File: src/rtl/pipe_scoreboard.sv
// pipe_scoreboard
//
// Hazard / forwarding scoreboard for the in-order pipeline. Tracks the
// destination register of every instruction in the STAGES stages after ID
// (stage 1 = EX, stage STAGES = WB, which writes the register file at the end
// of its cycle). Produces the ID/PC hold, the ID/EX bubble and registered
// operand-forwarding selects for the EX muxes, plus an in-flight count.
//
// Forwarding select encoding, valid while the consumer sits in stage 1:
//   0            register file / ID/EX operand value
//   j (2..STAGES) result currently held in stage j
//   STAGES+1     retire buffer (producer wrote the RF on the edge ID read it)
//
// Ports:
//   clk          clock, rising edge
//   reset        asynchronous active-low reset
//   id_valid     instruction present in ID
//   id_rs1/rs2   source addresses, id_rs1_used/id_rs2_used qualify them
//   id_rd        destination address, id_we: instruction writes id_rd
//   id_is_load   instruction is a load
//   flush        branch taken in EX, kills the ID instruction
//   ext_hold     memory-side freeze of the whole pipeline
//   stall        hold PC and IF/ID (combinational)
//   bubble       ID/EX loads a NOP this cycle (combinational)
//   fwd_a/fwd_b  EX source-1/source-2 forwarding selects (registered)
//   inflight     number of valid tracked entries (registered)
//
// Optional build macro SCOREBOARD_STATS_EN adds stat_stall / stat_flush,
// 32-bit saturating counts of hazard-stall cycles and flush cycles (cycles
// under ext_hold are not counted).

module pipe_scoreboard #(
    parameter  int STAGES     = 3,
    parameter  int REG_AW     = 5,
    parameter  int LOAD_STAGE = 2,
    localparam int SEL_W      = $clog2(STAGES + 2),
    localparam int CNT_W      = $clog2(STAGES + 1)
) (
    input  logic              clk,
    input  logic              reset,
    input  logic              id_valid,
    input  logic [REG_AW-1:0] id_rs1,
    input  logic [REG_AW-1:0] id_rs2,
    input  logic              id_rs1_used,
    input  logic              id_rs2_used,
    input  logic [REG_AW-1:0] id_rd,
    input  logic              id_we,
    input  logic              id_is_load,
    input  logic              flush,
    input  logic              ext_hold,
    output logic              stall,
    output logic              bubble,
    output logic [SEL_W-1:0]  fwd_a,
    output logic [SEL_W-1:0]  fwd_b,
    output logic [CNT_W-1:0]  inflight
`ifdef SCOREBOARD_STATS_EN
    ,
    output logic [31:0]       stat_stall,
    output logic [31:0]       stat_flush
`endif
);

    logic [STAGES:1]   e_valid;
    logic [STAGES:1]   e_we;
    logic [STAGES:1]   e_load;
    logic [REG_AW-1:0] e_rd [1:STAGES];

    logic [SEL_W-1:0]  sel_a;
    logic [SEL_W-1:0]  sel_b;
    logic              hz_a;
    logic              hz_b;
    logic              hazard;
    logic              issue;
    logic              retire;

    // Scan oldest to youngest so the youngest match is the one that sticks.
    // A match in stage k becomes select k+1 once the consumer reaches EX.
    // The retire buffer needs no lookup of its own: a producer in the retire
    // slot has already written the RF before ID reads it, while a producer in
    // stage STAGES naturally maps to the retire-buffer select STAGES+1.
    always_comb begin
        sel_a = '0;
        sel_b = '0;
        hz_a  = 1'b0;
        hz_b  = 1'b0;
        for (int k = STAGES; k >= 1; k--) begin
            if (id_rs1_used && (id_rs1 != '0) && e_valid[k] && e_we[k] &&
                (e_rd[k] == id_rs1)) begin
                sel_a = SEL_W'(k + 1);
                hz_a  = e_load[k] && (k < LOAD_STAGE);
            end
            if (id_rs2_used && (id_rs2 != '0) && e_valid[k] && e_we[k] &&
                (e_rd[k] == id_rs2)) begin
                sel_b = SEL_W'(k + 1);
                hz_b  = e_load[k] && (k < LOAD_STAGE);
            end
        end
    end

    assign hazard = hz_a | hz_b;
    assign issue  = id_valid & ~hazard & ~flush & ~ext_hold;
    assign retire = e_valid[STAGES];
    assign stall  = ext_hold | (id_valid & hazard & ~flush);
    assign bubble = ~ext_hold & (flush | ~id_valid | hazard);

    always_ff @(posedge clk or negedge reset) begin
        if (!reset) begin
            e_valid  <= '0;
            e_we     <= '0;
            e_load   <= '0;
            for (int k = 1; k <= STAGES; k++) begin
                e_rd[k] <= '0;
            end
            fwd_a    <= '0;
            fwd_b    <= '0;
            inflight <= '0;
        end else if (!ext_hold) begin
            for (int k = STAGES; k >= 2; k--) begin
                e_valid[k] <= e_valid[k-1];
                e_we[k]    <= e_we[k-1];
                e_load[k]  <= e_load[k-1];
                e_rd[k]    <= e_rd[k-1];
            end
            e_valid[1] <= issue;
            e_we[1]    <= issue & id_we;
            e_load[1]  <= issue & id_is_load;
            e_rd[1]    <= id_rd;
            fwd_a      <= issue ? sel_a : '0;
            fwd_b      <= issue ? sel_b : '0;
            case ({issue, retire})
                2'b10:   inflight <= inflight + CNT_W'(1);
                2'b01:   inflight <= inflight - CNT_W'(1);
                default: inflight <= inflight;
            endcase
        end
    end

`ifdef SCOREBOARD_STATS_EN
    always_ff @(posedge clk or negedge reset) begin
        if (!reset) begin
            stat_stall <= '0;
            stat_flush <= '0;
        end else if (!ext_hold) begin
            if (id_valid && hazard && !flush && (stat_stall != '1)) begin
                stat_stall <= stat_stall + 32'd1;
            end
            if (flush && (stat_flush != '1)) begin
                stat_flush <= stat_flush + 32'd1;
            end
        end
    end
`endif

endmodule

File: config.mk
export PLATFORM = sky130hd
export DESIGN_NAME = pipe_scoreboard
export DESIGN_NICKNAME = d
export VERILOG_FILES = /design/src/rtl/pipe_scoreboard.sv
export SDC_FILE = /design/constraint.sdc
export NUM_CORES = 1
export LEC_CHECK = 0
export ABC_AREA = 1
export BUFFER_PORTS_ARGS = -buffer_cell sky130_fd_sc_hd__buf_4
export CAP_MARGIN = 30
export CORE_UTILIZATION = 40
export CTS_CLUSTER_DIAMETER = 80
export DETAILED_ROUTE_END_ITERATION = 10
export PLACE_DENSITY = 0.63
export SLEW_MARGIN = 20
export SYNTH_ARGS = -nofsm -noshare
export SYNTH_HDL_FRONTEND = slang
export SYNTH_SLANG_ARGS = --single-unit
File: constraint.sdc
create_clock -name clk -period 2.2 [get_ports clk]
set_input_delay 0.22 -clock clk [delete_from_list [all_inputs] [get_ports clk]]
set_output_delay 0.22 -clock clk [all_outputs]
set_load 0.1 [all_outputs]
# Word level (Yosys, flattened, before mapping)
# Index checks and enable logic that the tools add are counted.
# word_totals
reg_bits	30
latchBits	0
mem_bits_rw	0
romBits	0
inputBits	24
out_inout_bits	10
n_memories	0
# classes
add_sub_neg	2
multipliers	0
div_mod_pow	0
order_cmp	0
n_eq_ne	8
shift	0
muxes	11
n_bitwise	16
n_reduce_logical	24
# op_table
op	n
$eq 5x5->1	6
$mux 3	8
$logic_and 1x1->1	20
$reduce_bool 5->1	2
$and 1x1->1	8
$not 1->1	4
$or 1x1->1	4
$pmux 2 s2	1
$add 2x1->2 const B	1
$eq 2x1->1 const B	1
$eq 2x2->1 const B	1
$mux 1	2
$reduce_and 2->1	1
$reduce_bool 2->1	1
$sub 2x1->2 const B	1

# Depth between registers and ports, before layout
# Gate-level depths: netlist of run 1.
# logic_depth
ltp_word	14
ltp_mapped	13

# Least setup slack after synthesis of run 1
# OpenSTA, ideal clock, no wires.
# synth_path
path_type	reg-to-output
start	register e_rd[13] in the netlist's numbering
end	output port bubble
t_arrival_ns	1.667
path_slack_ns	0.313
stages_incl_launch_ff	10
cell_sequence	dfrtp_1 a21oi_1 nand2_1 nor2_1 nand3_1 nand2_2 nand2_4 nand2_1 nand2_1 inv_1
# synth_via
elab_chain_len	6
word_cells_on_any_way	9
cone_classes	eq/ne (2); mux (2); bitwise (3); reduce/logical (2)
# synth_rtl
element	line	text
start, declared	66	logic [REG_AW-1:0] e_rd [1:STAGES];
start signal, assigned by index	122	e_rd[k] <= e_rd[k-1];
$eq 5x5->1, on equally long branches	88, 93	
$logic_and 1x1->1, on equally long branches	87, 92	
$mux 1, on equally long branches	87, 92	
$or 1x1->1 *	100	assign hazard = hz_a | hz_b;
$or 1x1->1 *	104	assign bubble = ~ext_hold & (flush | ~id_valid | hazard);
$and 1x1->1 *	104	
end, declared	52	output logic bubble,
# Every way passes the cells marked *; elsewhere a longest branch is shown, timed or not.

# Worst setup path after layout of run 1
# layout_path
start	register e_we[1] in the netlist's numbering
end	output port bubble
# layout_via
elab_chain_len	6
word_cells_on_any_way	9
cone_classes	mux (2); bitwise (3); reduce/logical (4)
# layout_rtl
element	line	text
start, declared	64	logic [STAGES:1] e_we;
start signal, assigned by index	120	e_we[k] <= e_we[k-1];
$logic_and 1x1->1, on equally long branches (2 in a row)	87, 92	
$mux 1, on equally long branches	87, 92	
$or 1x1->1 *	100	
$or 1x1->1 *	104	
$and 1x1->1 *	104	
# Marked as above.

==> qor.log, run 1 <==
qor: status.status complete, no violations
qor: synthesis.synth.lib_cells_used.distinct 24
qor: place.dpl.cell_count 340
qor: floorplan.rows 24
qor: clocking.clock_tree_from_tritoncts done
qor: layout.final_cells 349
qor: setup_path.rr_startpoint e_we[1]$_DFFE_PN0N_
qor: sta.period_needed 2.03 ns
qor: pwr.max-vdd-ir-drop 686 uV
qor: setup_path.critical_path_arrival 1.81 ns
qor: sta.clock_skew 0.00460 ns
qor: worst_hold_path.worst_hold_path_type in2reg
qor: clocking.clk-insertion-delay-late 0.29 ns
qor: synthesis.synth_top_cell_by_area dfrtp_1
qor: clocking.post_cts.repair.setup_buffers 0
qor: sta.finalWorstSetupSlack 0.173 ns
qor: place.hpwlAfterDp 3360 um
qor: route.wirelength 4300 um
qor: layout.drive_gt1_share 20.2%
qor: clocking.tritoncts.num_buffers 5
qor: clocking.htree_levels 2
qor: synthesis.syn_area_per_cell 7.04 um^2
qor: route.vias_per_cell 4.87
qor: sta.hold_viol_final 0
qor: setup_path.endpoint_of_the_lowest_slack_register_to_register_path inflight[1]$_DFFE_PN0P_
qor: sta.hold_ws 0.138 ns
qor: synthesis.cell_types_with_the_largest_area_share_after_synthesis dfrtp_1, nand2_1, inv_1
qor: global_routing.grt_pass1_vias 1605
qor: setup_path.cp.buffers_inverters 2
qor: floorplan.design.die.area 4830 um^2
qor: place.gp_routability_congestion 0.943
qor: clocking.cts.clk_slew.worst_paths 0.06 ns
qor: pwr.p_leak 0.00122 uW
qor: sta.number_of_pins_with_negative_max_slew_slack_in_the_final_report 0
qor: sta.setup_violations 0
qor: setup_path.timing.critical_path.slowest_cell_delay 0.39 ns
qor: floorplan.floorplan.die.width 69.5 um
qor: floorplan.core-area 4350 um^2
qor: synthesis.yosys_register_bits 30
qor: setup_path.cp_common_cell nand2_1
qor: sta.worst_slew_pin_slew 0.384 ns
qor: layout.filler_cell_count 433
qor: setup_path.crit_family simple AND/OR/NAND/NOR gates
qor: run.max_cap_violations 0
qor: setup_path.worst-path-max-fanout 10
qor: global_routing.grt_start_max_net_pins 36
qor: floorplan.io_pins 34
qor: route.via_count 1699
qor: global_routing.first_pass_grt_wire_length 7280 um
qor: clocking.cts.sinks 30
qor: route.number_of_drc_violations_after_detailed_routing 0
qor: layout.nNetsFinal 321
qor: place.pre_cts_ws 0.271 ns
qor: setup_path.worstSetupEndpoint bubble
qor: setup_path.timing.critical_path.to_type output pin
qor: setup_path.worst-endpoint-required 1.98 ns
qor: pwr.power.density 812 nW/um^2
qor: route.drtAntennaViolNets 0
qor: clocking.ctsLongestPathBuffers 2
qor: route.initialDrtViolationCount 109
qor: setup_path.worst_setup_path_start_kind flip-flop
qor: synthesis.post_synth_instance_area 1820 um^2
qor: route.dr.pass1.iters 4
qor: synthesis.synth_nets 284
qor: setup_path.crit_chain nand2_1, a21oi_1, nand2_1, nor2_1, nand3_1, nand2_2, nand2_4, nand2_1, nand2_1, inv_1, buf_6
qor: synthesis.syn_inst 259
qor: sta.clock.fmax 493 MHz
qor: sta.slew_headroom 74.4%
qor: layout.insertedDiodeCount 0
qor: synthesis.synth-seq-area-share 41.2%
qor: setup_path.cp.depth 11
qor: setup_path.crit_path_top_delay_cell dfrtp_1
qor: clocking.clock_root_cell clkbuf_8
qor: global_routing.grt-ovfl-total 0
qor: route.post_drt_wl_per_cell 12.3 um
qor: setup_path.ff2ff_path_depth 12
qor: layout.layout-area-overhead-vs-synth 24.6%
qor: setup_path.cp-startpoint e_we[1]$_DFFE_PN0N_
qor: sta.fin_crit_sh 92.2%
qor: floorplan.die-height 69.5 um
qor: synthesis.yosys.area.top_type_share 41.2%
qor: sta.rsz0062_at_grt false
qor: setup_path.timing_worst_setup_path_type reg2out
qor: floorplan.initial_core_utilization 41.9%
qor: global_routing.global_route.usage.total 19.6%
qor: synthesis.yosys_warnings 0
qor: sta.totalNegativeSetupSlack 0 ns
qor: global_routing.antenna_found_initial 0
qor: setup_path.rrSetupSlack 0.28 ns
qor: place.place.port_buffers 33
[cell usage after synthesis]
| cell | instances |
|---|---|
| a21oi_2 | 1 |
| clkbuf_1 | 4 |
| o21ai_2 | 1 |
| xnor2_1 | 9 |
| inv_2 | 5 |
| nand4_1 | 9 |
| buf_2 | 1 |
| nor2_2 | 1 |
| nand3_2 | 3 |
| nand2_1 | 97 |
| dfrtp_1 | 30 |
| nor3_2 | 1 |
| ha_1 | 1 |
| clkbuf_8 | 1 |
| buf_6 | 1 |
| nand2_2 | 2 |
| a21oi_1 | 4 |
| o21ai_0 | 19 |
| nand3_1 | 14 |
| nor2_1 | 23 |
| nor3_1 | 1 |
| inv_1 | 26 |
| nand2_4 | 1 |
| xor2_1 | 4 |
[flip-flops by register name (all words and copies together), names as in the netlist]
signal / flops
e_load: 1
e_rd: 15
e_valid: 3
inflight: 2
fwd_b: 3
e_we: 3
fwd_a: 3
[placed cells by master, fill, tap and decap left out, drive strengths merged]
master and instances:
nand2 100, buf 36, inv 31, dfrtp 30
nor2 24, o21ai 20, nand3 17, xnor2 9
nand4 9, clkbuf 6, a21oi 5, xor2 4
bufinv 2, nor3 2, ha 1, dlygate4sd3 1
[worst min path at each step]
stage,from,end,slack (ns),depth (start not counted)
6_report,id_rd[3],e_rd[13]$_DFFE_PN0N_,0.14,3
5_1_grt,id_rd[0],e_rd[10]$_DFFE_PN0N_,0.16,3
3_5_place_dp,reset,e_rd[1]$_DFFE_PN0N_,0.18,1
3_3_place_gp,reset,e_rd[2]$_DFFE_PN0N_,0.18,1
2_1_floorplan,reset,e_load[1]$_DFFE_PN0N_,-0.08,0
4_1_cts,id_rd[3],e_rd[13]$_DFFE_PN0N_,0.14,3
[through the flow]
stage	total power, uW	utilization [%]	area [um^2]
after floorplan	1010	-	1820
after global placement	1150	48.5	2110
after detailed placement	1150	48.5	2110
after CTS	1860	52.0	2270
after global routing	1940	52.2	2270
final	1840	52.2	2270
[worst reg2reg max path: stages (launching register included)]
cell     delay, ns
dfrtp_1       0.39
nand2_1       0.11
a21oi_1       0.14
nand2_1       0.07
nor2_1        0.09
nand3_1       0.12
nand2_2       0.12
nand2_4       0.09
nand3_2       0.09
ha_1          0.22
nor2_1        0.15
nand2_1       0.09
xnor2_1       0.13
[kinds of logic (layout without fill, tap and decap cells)]
| kind of cell | after synthesis | in the layout | synth area share (%) |
|---|---|---|---|
| AND/OR/NAND/NOR | 152 | 152 | 35.8 |
| adder cells (fa/ha/maj) | 1 | 1 | 0.686 |
| AO/OA/AOI/OAI | 25 | 25 | 7.28 |
| XOR/XNOR | 13 | 13 | 6.25 |
| flip-flops | 30 | 30 | 41.2 |
| buffers and inverters | 38 | 76 | 8.85 |
[per-layer routing]
layer,share of wire [%],GRT usage [%],up-vias
met2,46,30.2,44
met1,47,26.3,760
met5,0,0,-
met4,1.6,8.16,0
li1,-,-,885
met3,5.3,4.80,10
[cell type report]
class / count / area (um^2) / share of cell area (%)
well taps: 52 / 65.1 / 2.87
flip-flops and latches: 30 / 752 / 33.1
inverters: 31 / 116 / 5.12
clock inverters: 2 / 60.1 / 2.64
clock buffers: 6 / 82.6 / 3.64
multi-input cells: 191 / 911 / 40.1
repair buffers: 37 / 284 / 12.5
[report_power, final]
group | leakage [uW] | internal (uW) | total, uW | switching [uW]
sequential | 0.000386 | 612 | 675 | 62.6
combinational | 0.000763 | 146 | 467 | 321
clock | 0.0000714 | 483 | 702 | 219
[timing repair]
action | 4_1_cts | 5_1_grt
endpoints found under the setup margin | 0 | 1
hold buffers | 1 | 0
hold endpoints to repair | 30 | 0
gates resized for setup | 0 | 2
Power figures use the tool's default switching activity.
==> run 2: changes to the inputs <==
==> constraint.sdc (replaced) <==
create_clock -name clk -period 2.15 [get_ports clk]
set_input_delay 0.215 -clock clk [delete_from_list [all_inputs] [get_ports clk]]
set_output_delay 0.215 -clock clk [all_outputs]
set_load 0.1 [all_outputs]
==> run 2 against run 1 <==
- critical path depth fell by 1
- via count up 0.53%
- clock skew grew 0.0041 ns
- clock power decreased by 34%
==> qor.log, run 2 (same netlist as run 1, synthesis figures left out) <==
qor: floorplan.die-height 69.5 um [unchanged]
qor: sta.slew_headroom 74.0% [-0.37 points]
qor: global_routing.grt_start_max_net_pins 36 [unchanged]
qor: clocking.clock_tree_from_tritoncts done
qor: sta.clock_skew 0.00870 ns [+0.00410 ns]
qor: run.max_cap_violations 0 [unchanged]
qor: route.initialDrtViolationCount 116 [+6.4%]
qor: place.hpwlAfterDp 3310 um [-1.7%]
qor: sta.setup_violations 0 [unchanged]
qor: route.met2_wirelength 1960 um [-0.56%]
qor: setup_path.cp_common_cell nand2_1
qor: sta.worst_slew_pin_slew 0.390 ns [+0.00548 ns]
qor: route.dr.pass1.iters 4 [unchanged]
qor: clocking.htree_levels 2 [unchanged]
qor: place.pre_cts_ws 0.228 ns [-0.0432 ns]
qor: clocking.ctsLongestPathBuffers 2 [unchanged]
qor: setup_path.timing.critical_path.slowest_cell_delay 0.46 ns [+0.07 ns]
qor: pwr.max-vdd-ir-drop 603 uV [-12%]
qor: setup_path.worst_setup_path_start_kind flip-flop
qor: floorplan.core-area 4350 um^2 [unchanged]
qor: setup_path.rrSetupSlack 0.23 ns [-0.05 ns]
qor: layout.layout.cells.most_common nand2_1
qor: route.drt-met1-wl 2180 um [+7.2%]
qor: route.drtAntennaViolNets 0 [unchanged]
qor: global_routing.global_route.usage.total 19.6% [about the same]
qor: global_routing.grt-ovfl-total 0 [unchanged]
qor: clocking.clk-insertion-delay-late 0.28 ns [about the same]
qor: pwr.p_leak 0.00120 uW [-1.4%]
qor: setup_path.crit_family simple AND/OR/NAND/NOR gates
qor: setup_path.cp.buffers_inverters 2 [unchanged]
qor: route.maxUsedRoutingLayer met4
qor: sta.hold_ws 0.145 ns [+0.00738 ns]
qor: place.gp_routability_congestion 0.884 [-6.3%]
qor: layout.drive_gt1_share 21.5% [+1.3 points]
qor: route.wirelength 4380 um [+1.7%]
qor: setup_path.crit_path_top_delay_cell dfrtp_2
qor: route.dr_wl_met3 188 um [-18%]
qor: sta.clock.fmax 500 MHz
qor: route.number_of_drc_violations_after_detailed_routing 0 [unchanged]
qor: global_routing.first_pass_grt_wire_length 7380 um [+1.4%]
qor: floorplan.design.die.area 4830 um^2 [unchanged]
qor: clocking.clock_root_cell clkbuf_8
qor: setup_path.ff2ff_path_depth 11 [-1]
qor: route.vias_per_cell 4.88 [+0.24%]
qor: setup_path.cp.depth 10 [-1]
qor: worst_hold_path.worst_hold_path_stage_count 3 [unchanged]
qor: floorplan.rows 24 [unchanged]
qor: route.post_drt_wl_per_cell 12.5 um [+1.4%]
qor: sta.number_of_pins_with_negative_max_slew_slack_in_the_final_report 0 [unchanged]
qor: layout.largest_register_ffs 15 [unchanged]
qor: global_routing.grt_pass1_vias 1587 [-1.1%]
qor: layout.filler_cell_count 437 [+0.92%]
qor: floorplan.floorplan.die.width 69.5 um [unchanged]
qor: setup_path.timing.critical_path.to_type output pin
qor: route.via_count 1708 [+0.53%]
qor: sta.finalWorstSetupSlack 0.149 ns [-0.0238 ns]
qor: pwr.power.density 730 nW/um^2 [-10%]
qor: clocking.cts.sinks 30 [unchanged]
qor: pwr.totalPowerFinal 1640 uW [-11%]
qor: setup_path.crit_chain a21oi_1, nand2_1, nor2_2, nand3_2, nand2_2, nand2_4, nand2_1, nand2_1, inv_1, buf_12
qor: sta.hold_viol_final 0 [unchanged]
qor: setup_path.worst-endpoint-required 1.93 ns [-0.05 ns]
qor: status.status complete, no violations
qor: setup_path.worst-path-max-fanout 10 [unchanged]
qor: layout.registers.top_by_ff_count e_rd
qor: sta.fin_crit_sh 93.1%
qor: global_routing.antenna_found_initial 0 [unchanged]
qor: floorplan.initial_core_utilization 41.9% [unchanged]
qor: layout.layout-area-overhead-vs-synth 23.1%
qor: layout.seq_area 752 um^2 [unchanged]
qor: place.place.port_buffers 33 [unchanged]
qor: clocking.tritoncts.num_buffers 5 [unchanged]
qor: sta.period_needed 2.00 ns
qor: setup_path.timing_worst_setup_path_type reg2out
qor: setup_path.critical_path_arrival 1.79 ns [-0.02 ns]
qor: layout.insertedDiodeCount 0 [unchanged]
qor: layout.multi_input_comb_area 918 um^2 [+0.82%]
qor: floorplan.io_pins 34 [unchanged]
qor: layout.nNetsFinal 322 [+0.31%]
qor: worst_hold_path.worst_hold_path_type in2reg
qor: layout.layout.cells.most_common_list nand2_1, buf_4, dfrtp_1
qor: clocking.cts.clk_slew.worst_paths 0.06 ns [about the same]
-- run 2: cell types whose count changed in the layout (fill, tap and decap cells not counted), sizes merged --
| cell | before | now |
|---|---|---|
| buf | 36 | 37 |
| bufinv | 2 | 0 |
| clkbuf | 6 | 7 |
| clkinv | 0 | 1 |
-- run 2: worst reg2reg max path, cell delays in order (launching register included) --
cell	delay (ns)
dfrtp_2	0.46
a21oi_1	0.18
nand2_1	0.09
nor2_2	0.10
nand3_2	0.09
nand2_2	0.10
nand2_4	0.09
nand3_2	0.09
ha_1	0.22
nor2_1	0.16
nand2_1	0.09
xnor2_1	0.12
-- run 2: final cells by class --
class,instances,area share [%]
clock inverters,1,0.223
clock buffers,7,3.85
flip-flops and latches,30,33.5
repair buffers,38,13.4
well taps,52,2.90
inverters,31,5.19
multi-input cells,191,40.9
-- run 2: metrics by stage --
stage / instance area, um^2 / utilization [%] / cells / TNS [ns]
after floorplan: 1820 / - / 259 / 0
after global placement: 2110 / 48.5 / 340 / 0
after detailed placement: 2110 / 48.5 / 340 / 0
after CTS: 2210 / 50.9 / 349 / 0
after global routing: 2240 / 51.5 / 350 / -0.000963
final: 2240 / 51.5 / 350 / 0
-- run 2: path summary, 6_finish.rpt --
kind	start	end
max	e_rd[13]$_DFFE_PN0N_	bubble
min	id_rd[3]	e_rd[13]$_DFFE_PN0N_
max reg2reg	e_rd[13]$_DFFE_PN0N_	inflight[1]$_DFFE_PN0P_
min reg2reg	fwd_b[0]$_DFFE_PN0N_	fwd_b[0]$_DFFE_PN0N_
max in group asynchronous	reset	e_rd[13]$_DFFE_PN0N_
min in group asynchronous	reset	e_rd[2]$_DFFE_PN0N_
-- run 2: repair_timing --
action,in CTS,in global routing
setup endpoints to repair,0,1
endpoints found under the hold margin,30,0
buffers inserted,0,1
gates resized for setup,0,8
hold buffers,1,0
-- run 2: layer usage --
metal	track usage, %	vias to the layer above
met2	29.1	41
met3	4.94	7
met1	28.1	775
met5	0	-
li1	-	885
met4	6.12	0
-- run 2: report_power, final --
| group | leakage, uW | switching, uW | total, uW | internal, uW |
|---|---|---|---|---|
| Clock | 0.0000482 | 208 | 466 | 258 |
| Sequential | 0.000386 | 65.5 | 692 | 627 |
| Combinational | 0.000770 | 327 | 480 | 153 |
